**src/rtl/lc3_io_pkg.sv**
```systemverilog
// Shared LC3 memory-mapped I/O definitions: device addresses and status-bit
// positions for the keyboard and display registers.
package lc3_io_pkg;

  localparam logic [15:0] KBSR_ADDR = 16'hFE00;
  localparam logic [15:0] KBDR_ADDR = 16'hFE02;
  localparam logic [15:0] DSR_ADDR  = 16'hFE04;
  localparam logic [15:0] DDR_ADDR  = 16'hFE06;

  localparam int KBSR_READY = 15;
  localparam int KBSR_IE    = 14;
  localparam int KBSR_OVR   = 13;
  localparam int DSR_READY  = 15;

  function automatic logic [15:0] kbsr_word(input logic ready, input logic ie,
                                            input logic ovr);
    logic [15:0] w;
    w = '0;
    w[KBSR_READY] = ready;
    w[KBSR_IE]    = ie;
    w[KBSR_OVR]   = ovr;
    return w;
  endfunction

endpackage

```
**src/rtl/key_debouncer.sv**
```systemverilog
// Synchronizes and debounces an active-low push-button; emits a one-cycle
// press pulse on each accepted released->pressed transition.
module key_debouncer #(
  parameter int DEBOUNCE_CYCLES = 16,
  parameter int CNT_W           = 20
) (
  input  logic clk,
  input  logic reset_n,
  input  logic key_n,
  output logic press
);

  localparam logic [CNT_W-1:0] CNT_LAST = CNT_W'(DEBOUNCE_CYCLES - 1);

  logic [1:0]       sync_q, sync_d;
  logic [1:0]       prime_q, prime_d;
  logic             armed_q, armed_d;
  logic             stable_q, stable_d;
  logic [CNT_W-1:0] cnt_q, cnt_d;
  logic             press_q, press_d;

  // A key held through reset must be seen released before it can report a
  // press; prime_q waits until the synchronizer holds real samples.
  always_comb begin
    sync_d   = {sync_q[0], key_n};
    prime_d  = {prime_q[0], 1'b1};
    armed_d  = armed_q | (prime_q[1] & sync_q[1]);
    stable_d = stable_q;
    cnt_d    = '0;
    press_d  = 1'b0;
    if (sync_q[1] != stable_q) begin
      if (cnt_q == CNT_LAST) begin
        stable_d = sync_q[1];
        press_d  = stable_q & armed_q;
      end else begin
        cnt_d = cnt_q + 1'b1;
      end
    end
  end

  always_ff @(posedge clk or negedge reset_n) begin
    if (!reset_n) begin
      sync_q   <= 2'b11;
      prime_q  <= 2'b00;
      armed_q  <= 1'b0;
      stable_q <= 1'b1;
      cnt_q    <= '0;
      press_q  <= 1'b0;
    end else begin
      sync_q   <= sync_d;
      prime_q  <= prime_d;
      armed_q  <= armed_d;
      stable_q <= stable_d;
      cnt_q    <= cnt_d;
      press_q  <= press_d;
    end
  end

  assign press = press_q;

endmodule

```
**src/rtl/lc3_kbd_io.sv**
```systemverilog
// LC3 keyboard device: KBSR/KBDR bus responder fed by a debounced push-button
// that latches the slide switches on each press.
module lc3_kbd_io
  import lc3_io_pkg::*;
#(
  parameter int DEBOUNCE_CYCLES = 16,
  parameter int CNT_W           = 20
) (
  input  logic        clk,
  input  logic        reset_n,
  input  logic [15:0] mar,
  input  logic [15:0] mdr_in,
  input  logic        mem_en,
  input  logic        mem_w,
  output logic        sel,
  output logic [15:0] rdata,
  input  logic [9:0]  switches,
  input  logic        key_n,
  output logic        irq,
  output logic        ready_led
);

  logic        kb_press;
  logic        hit_kbsr, hit_kbdr;
  logic        rd_kbsr, rd_kbdr, wr_kbsr;
  logic [9:0]  data_q, data_d;
  logic        ready_q, ready_d;
  logic        ie_q, ie_d;
  logic        ovr_q, ovr_d;
  logic [15:0] rdata_q, rdata_d;
  logic        unused_mdr;

  key_debouncer #(
    .DEBOUNCE_CYCLES(DEBOUNCE_CYCLES),
    .CNT_W          (CNT_W)
  ) u_key_debouncer (
    .clk    (clk),
    .reset_n(reset_n),
    .key_n  (key_n),
    .press  (kb_press)
  );

  assign hit_kbsr = (mar == KBSR_ADDR);
  assign hit_kbdr = (mar == KBDR_ADDR);
  assign sel      = hit_kbsr | hit_kbdr;
  assign rd_kbsr  = mem_en & ~mem_w & hit_kbsr;
  assign rd_kbdr  = mem_en & ~mem_w & hit_kbdr;
  assign wr_kbsr  = mem_en &  mem_w & hit_kbsr;

  assign unused_mdr = ^{mdr_in[15], mdr_in[13:0]};

  always_comb begin
    data_d  = data_q;
    ready_d = ready_q;
    ie_d    = ie_q;
    ovr_d   = ovr_q;
    rdata_d = 16'h0000;
    if (rd_kbsr) rdata_d = kbsr_word(ready_q, ie_q, ovr_q);
    if (rd_kbdr) begin
      rdata_d = {6'b0, data_q};
      ready_d = 1'b0;
      ovr_d   = 1'b0;
    end
    if (wr_kbsr) ie_d = mdr_in[KBSR_IE];
    // A press colliding with a KBDR read counts as consumed, not overrun.
    if (kb_press) begin
      data_d  = switches;
      ready_d = 1'b1;
      ovr_d   = ovr_d | (ready_q & ~rd_kbdr);
    end
  end

  always_ff @(posedge clk or negedge reset_n) begin
    if (!reset_n) begin
      data_q  <= '0;
      ready_q <= 1'b0;
      ie_q    <= 1'b0;
      ovr_q   <= 1'b0;
      rdata_q <= '0;
    end else begin
      data_q  <= data_d;
      ready_q <= ready_d;
      ie_q    <= ie_d;
      ovr_q   <= ovr_d;
      rdata_q <= rdata_d;
    end
  end

  assign rdata     = rdata_q;
  assign irq       = ready_q & ie_q;
  assign ready_led = ready_q;

endmodule

```
**config.mk**
```make
export PLATFORM = sky130hd
export DESIGN_NAME = lc3_kbd_io
export DESIGN_NICKNAME = d
export VERILOG_FILES = /design/src/rtl/lc3_io_pkg.sv /design/src/rtl/key_debouncer.sv /design/src/rtl/lc3_kbd_io.sv
export SDC_FILE = /design/constraint.sdc
export NUM_CORES = 1
export LEC_CHECK = 0
export ABC_AREA = 1
export BUFFER_PORTS_ARGS = -buffer_cell sky130_fd_sc_hd__buf_2
export CORE_MARGIN = 5
export CORE_UTILIZATION = 52
export DETAILED_ROUTE_END_ITERATION = 12
export HOLD_SLACK_MARGIN = 0.05
export PLACE_DENSITY_LB_ADDON = 0.3
export SYNTH_ARGS = -nofsm -noshare
export SYNTH_HDL_FRONTEND = slang
export SYNTH_SLANG_ARGS = --single-unit
export TNS_END_PERCENT = 5
```
**constraint.sdc**
```tcl
create_clock -name clk -period 1.6 [get_ports clk]
set_input_delay 0.32 -clock clk [delete_from_list [all_inputs] [get_ports clk]]
set_output_delay 0.32 -clock clk [all_outputs]
set_load 0.01 [all_outputs]
```
Word level (Yosys, flattened, before mapping)
Index checks and enable logic that the tools add are counted.
{"block": "word_totals", "output_inout_bits": 19, "input_bits": 47, "ff_bits": 56, "wordCells": 42}
{"block": "classes", "add_sub_neg": 1, "n_reduce_logical": 2, "eq_ne": 4, "bitwise_logic": 14, "mux": 10}
{"cell": "20-bit two-way mux", "n": 2}
{"cell": "16-bit == test, second input constant", "n": 2}
{"cell": "16-bit two-way mux", "n": 2}
{"cell": "20-bit by 1-bit adder with 20-bit output, second input constant", "n": 1}
{"cell": "20-bit by 4-bit == test with 1-bit output, second input constant", "n": 1}
{"cell": "1-bit bitwise AND", "n": 9}
{"cell": "1-bit two-way mux", "n": 6}
{"cell": "1-bit bitwise OR", "n": 3}
{"cell": "1-bit NOT", "n": 2}
{"cell": "2-bit AND reduction", "n": 1}
{"cell": "2-bit nonzero test", "n": 1}
{"cell": "1-bit inequality test", "n": 1}

Depth between registers and ports, before layout
{"block": "logic_depth", "word_depth": 7, "ltp_mapped": 9, "mapped_depth_nobuf": 9}

Modules after synthesis
A second synthesis with hierarchy kept.
{"block": "unflattened", "cells_unflattened": 310, "area_unflattened_um2": 2598.7}
{"mod": "key_debouncer", "area_per_inst_um2": 1495.2, "cells_per_inst": 191, "instances": 1, "seq_area_each_um2": 679.4}
{"mod": "lc3_kbd_io", "area_per_inst_um2": 1103.6, "cells_per_inst": 119, "instances": 1, "seq_area_each_um2": 650.6}

Least setup slack after synthesis
Ideal clock, no wire load.
{"block": "synth_timing", "path_kind": "register to register", "from": "register u_key_debouncer.cnt_q[0]", "to": "register u_key_debouncer.cnt_q[12]", "setup_time_ns": 0.133, "path_buffers": 0, "synth_period_minus_slack_ns": 1.272, "path_slack_ns": 0.328, "arrival_ns": 1.138, "stages_incl_launch_ff": 8, "required_ns": 1.467, "path_cell_list": "dfrtp_1 ha_1 nand2_2 nor2_4 nand2_2 nor2_1 xor2_1 nor2_1"}
{"block": "synth_via", "elab_chain_len": 3, "word_cells_on_any_way": 4, "classes_between": "1 x add/sub; 1 x eq/ne; 2 x mux"}
{"item": "start, declared", "line_no": "key_debouncer.sv:19", "source": "logic [CNT_W-1:0] cnt_q, cnt_d;"}
{"item": "start signal, assigned", "line_no": "key_debouncer.sv:54", "source": "cnt_q <= cnt_d;"}
{"item": "20-bit by 1-bit adder with 20-bit output or 20-bit by 4-bit == test with 1-bit output (tied branches)", "line_no": "key_debouncer.sv:36, key_debouncer.sv:32"}
{"item": "20-bit two-way mux *", "line_no": "key_debouncer.sv:32", "source": "if (cnt_q == CNT_LAST) begin"}
{"item": "20-bit two-way mux *", "line_no": "key_debouncer.sv:31", "source": "if (sync_q[1] != stable_q) begin"}
{"item": "net u_key_debouncer.cnt_d[12]", "line_no": "key_debouncer.sv:19"}
Mark *: on every way through the listed nets, which the timed path passes. The rest lies on a longest branch.
A chain may end at the register's enable or synchronous reset.

Final worst setup path
{"block": "layout_timing", "from": "register u_key_debouncer.cnt_q[0]", "to": "register u_key_debouncer.cnt_q[10]"}
The elaborated chain is that of the path after synthesis.

==> results.md <==
- The flow ran to the end, and the final reports show no timing, DRC or antenna violations.
- The routed metal-1 wirelength is 2.245 mm.
- TritonCTS built the clock tree.
- Setup repair after global routing left no endpoint under its margin.
- The average vias per placed instance is 4.687.
- The cell count after synthesis is 316.
- The maximum clock path buffer count is 2.
- The combined global-route utilization of all metal layers is 0.1788.
- The register bit total from synthesis is 53.
- The antenna violation net count after detailed routing is 0.
- In this run, CTS created clock tree buffers numbering 5.
- The critical path's slowest cell is sky130_fd_sc_hd__dfrtp_1.
- The compound-gate portion of the synthesized area was 0.02871.
- With fillers left out, the area of the finished cells amounts to 2988 um2.
- Routed signal wires occupy layers up through met4.
- The sum of routed wire length over all layers is 5.028 mm.
- Of the total synthesized cell area, the portion taken by XOR and XNOR cells is 0.02426.
- Once layout is complete, the cells apart from fillers number 438.
- The fraction of synthesized cell area taken by the top area cell type is 0.4950.
- The number of remaining DRC errors is 0.
- Compared with the post-synthesis result, the final layout area differs by 18.22%.
- The critical setup path kind is reg -> reg.
- The upper clock frequency limit is 0.6944 GHz.
- In this run the power density over the cells is 801.4 nW/um2.
- Sorting the synthesized cells by area gives the leading types as sky130_fd_sc_hd__dfrtp_1 (50%), sky130_fd_sc_hd__nand2_1 (9.8%), sky130_fd_sc_hd__nor2_1 (8.8%), sky130_fd_sc_hd__inv_1 (7.1%), sky130_fd_sc_hd__nand4_1 (3.7%).
- The maximum fanout along the worst path is 4.
- Summed over all layers, the global routing overflow is 0.
- The share of the clock period used by the worst path after layout is 0.9000.
- For the pin with the worst max-slew slack, the measured transition is 0.6028 ns.
- The number of antenna violations at the first check in global routing came to 0.
- The first global-routing pass estimated 8.983 mm of wire.
- The starting utilization of the core area is 0.5351.
- For this run, the register share of the synthesized area comes to 0.5262.
- Once placement completed, the tool counted placed cells totaling 429.
- Setup violations remaining at the end of the flow were counted as 0.
- Fill cells in the final layout number 414.
- Of the total synthesized cell area, the portion taken by full adders, half adders and majority gates is 0.004950.
- In this run the post-CTS setup repair buffer count came out at 0.
- The met2 layer wire length in the routed design is 2.489 mm.
- The post-layout utilization of the core is 0.6326.
- The required time at the endpoint of the critical path is 1.78 ns.
- The average instance area after synthesis is 7.998 um2.
- VDD sags by at most 0.6766 mV.
- The routability congestion estimate from global placement is 0.9395.
- The via count of the first global-routing pass was 2118.
- The final-report hold violation count is 0.
- Counting I/O delays and the setup requirement, the final critical path takes 1.440 ns.
- The height of the die is 79.72 um.
- The die width is 79.72 um.
- The worst endpoint data arrival time is 1.62 ns.
- The number of gates resized after CTS is 0.
- Clock-pin slew was measured on the worst setup and hold paths at 0.10 ns.
- The core region is 4723 um2.
- The top cell types in the final layout, fill and taps aside, are sky130_fd_sc_hd__nand2_1 (66), sky130_fd_sc_hd__nor2_1 (59), sky130_fd_sc_hd__dfrtp_1 (50).
- The first detailed-routing pass ran for 4 iterations.
- Summed over all nets, wire length on met3 after detailed routing comes to 223 um.
- Pin placement for this block handled 66 I/O pins.
- The largest clock skew in the final design is 0.01290 ns.
- In this run the tightest slew margin relative to its limit is 0.5982.
- The endpoint class of the critical path is a flip-flop.
- The category of the worst setup path launch point is a flip-flop.
- After detailed routing, the average wire length per cell comes to 11.48 um.
- The insertion delay to the later sink of the worst-skew pair is 0.30 ns.
- The number of hold buffers added after CTS was 1.
- The tightest min-delay check is of the in -> reg type.
- The total half-perimeter wirelength after legalization and detailed placement is 3.901 mm.
- The cell at the root of the clock tree is sky130_fd_sc_hd__clkbuf_8.
- In this run, the number of DRC markers left after iteration 0 of detailed routing was 111.
- The post-synthesis cell type with the largest combined area is sky130_fd_sc_hd__dfrtp_1.
- The share of synthesized area spent on multiplexers is 0.
- Synthesis instantiated 25 different standard cells from the library.
- The final net count is 418.
- Row generation in the floorplan step produced 25 rows.
- The fraction of layout instances using a drive strength above 1 is 0.2210.
- The max-slew violation count came to 0.
- The main combinational cell family by area after synthesis is simple AND/OR/NAND/NOR gates.
- Yosys printed 0 warnings.
- The number of vias after detailed routing is 2053.
- The cell area after placement is 2861 um2.
- The final setup TNS is 0 ns.
- The die covers 6354 um2.
- The number of antenna diodes in the final layout is 0.
- The cell area that synthesis handed to floorplanning was 2527 um2.
- The tool flagged a number of max-cap violations equal to 0.
- The number of clock sinks is 53.
- The leakage power of the design is 1.584 nW.
- The clock tree synthesis step divided the H-tree into 2 levels.
- The signal on the critical path passes through ha_1, nand2_2, nor2_4, nand2_2, nor2_1, nand2_1, o21ai_0, nor2_1.
- Leaving out fill and tap cells, the most frequent cell in the layout is sky130_fd_sc_hd__nand2_1.
- Entering global routing, the biggest net connects 23 pins.
- Of the total synthesized cell area, the portion taken by AND, OR, NAND and NOR gates is 0.3203.
- The worst stage delay on the critical path is 0.42 ns.
- The number of port buffers is 47.
[sequential cells by signal, indices dropped and copies added (netlist names), 2 cells and up]
| name | count |
|---|---|
| u_key_debouncer.sync_q | 2 |
| data_q | 10 |
| u_key_debouncer.cnt_q | 20 |
| u_key_debouncer.prime_q | 2 |
| rdata | 13 |
[power breakdown]
group          total (W)  internal, W  switching (W)
combinational   0.000116    0.0000493      0.0000667
sequential       0.00136      0.00135     0.00000890
clock           0.000918     0.000477       0.000440
[per-layer routing]
| metal | up-vias | global-route usage |
|---|---|---|
| met5 | - | 0 |
| met4 | 0 | 0.06186 |
| met3 | 6 | 0.04176 |
| met2 | 40 | 0.3088 |
| met1 | 944 | 0.2179 |
| li1 | 1063 | - |
[cells in the mapped netlist]
cell,count
sky130_fd_sc_hd__nor3_1,5
sky130_fd_sc_hd__nor2_2,6
sky130_fd_sc_hd__nor2_1,59
sky130_fd_sc_hd__nand3_1,16
sky130_fd_sc_hd__xnor2_1,1
sky130_fd_sc_hd__o21ai_0,12
sky130_fd_sc_hd__buf_2,1
sky130_fd_sc_hd__nor3b_1,1
sky130_fd_sc_hd__nand3b_1,1
sky130_fd_sc_hd__dfrtp_1,50
sky130_fd_sc_hd__nand4_1,15
sky130_fd_sc_hd__nand2_1,66
sky130_fd_sc_hd__buf_4,3
sky130_fd_sc_hd__xor2_1,6
sky130_fd_sc_hd__inv_1,48
sky130_fd_sc_hd__ha_1,1
sky130_fd_sc_hd__inv_2,2
sky130_fd_sc_hd__clkinv_1,1
sky130_fd_sc_hd__nand2_2,7
sky130_fd_sc_hd__a21o_1,1
sky130_fd_sc_hd__o21ai_1,1
sky130_fd_sc_hd__clkbuf_1,4
sky130_fd_sc_hd__conb_1,2
sky130_fd_sc_hd__nor2_4,4
sky130_fd_sc_hd__dfstp_2,3
[per-stage QoR]
step                      setup WS, ns  power [W]  hold WS (ns)
final                           0.1600   0.002394        0.1052
after global routing        0.00001177   0.002507       0.09042
after CTS                       0.1419   0.002429       0.09548
after detailed placement        0.1697   0.001503        0.2681
after global placement          0.2035   0.001500        0.2597
after floorplan                 0.3285   0.001427       0.02441
[final cells by class]
| cell class | instances | area [um2] | area share |
|---|---|---|---|
| timing repair buffer | 53 | 295.3 | 0.09883 |
| sequential | 53 | 1330 | 0.4451 |
| inverter | 51 | 191.4 | 0.06407 |
| clock buffer | 5 | 68.82 | 0.02303 |
| tap | 67 | 83.83 | 0.02806 |
| multi-input combinational | 206 | 970.9 | 0.3250 |
| clock inverter | 3 | 47.55 | 0.01591 |
[kinds of logic (layout without fill, tap and decap cells)]
group           Yosys count  in the layout
fa+ha+maj                 1              1
compound gates           14             14
other cells               2              4
simple gates            180            180
xor+xnor                  7              7
buf+inv                  59            112
flops                    53             53
[worst paths after layout]
check | from | to | slack (ns) | cells after the start
max | u_key_debouncer.cnt_q[0]$_DFF_PN0_ | u_key_debouncer.cnt_q[10]$_DFF_PN0_ | 0.16 | 8
min | key_n | u_key_debouncer.sync_q[0]$_DFF_PN1_ | 0.11 | 1
max reg2reg | u_key_debouncer.cnt_q[0]$_DFF_PN0_ | u_key_debouncer.cnt_q[10]$_DFF_PN0_ | 0.16 | 8
min reg2reg | u_key_debouncer.sync_q[0]$_DFF_PN1_ | u_key_debouncer.sync_q[1]$_DFF_PN1_ | 0.36 | 0
max in group asynchronous | reset_n | u_key_debouncer.stable_q$_DFFE_PN1P_ | 0.57 | 3
min in group asynchronous | reset_n | u_key_debouncer.cnt_q[16]$_DFF_PN0_ | 0.46 | 2
[worst max-delay path: cells and delay by family, from the launching register on]
kind / cells / cell delay [ns]
flip-flops: 1 / 0.42
AND/OR/NAND/NOR: 6 / 0.59
adder cells (fa/ha/maj): 1 / 0.23
AO/OA/AOI/OAI: 1 / 0.08
No activity file was read; power rests on OpenSTA's default activity.
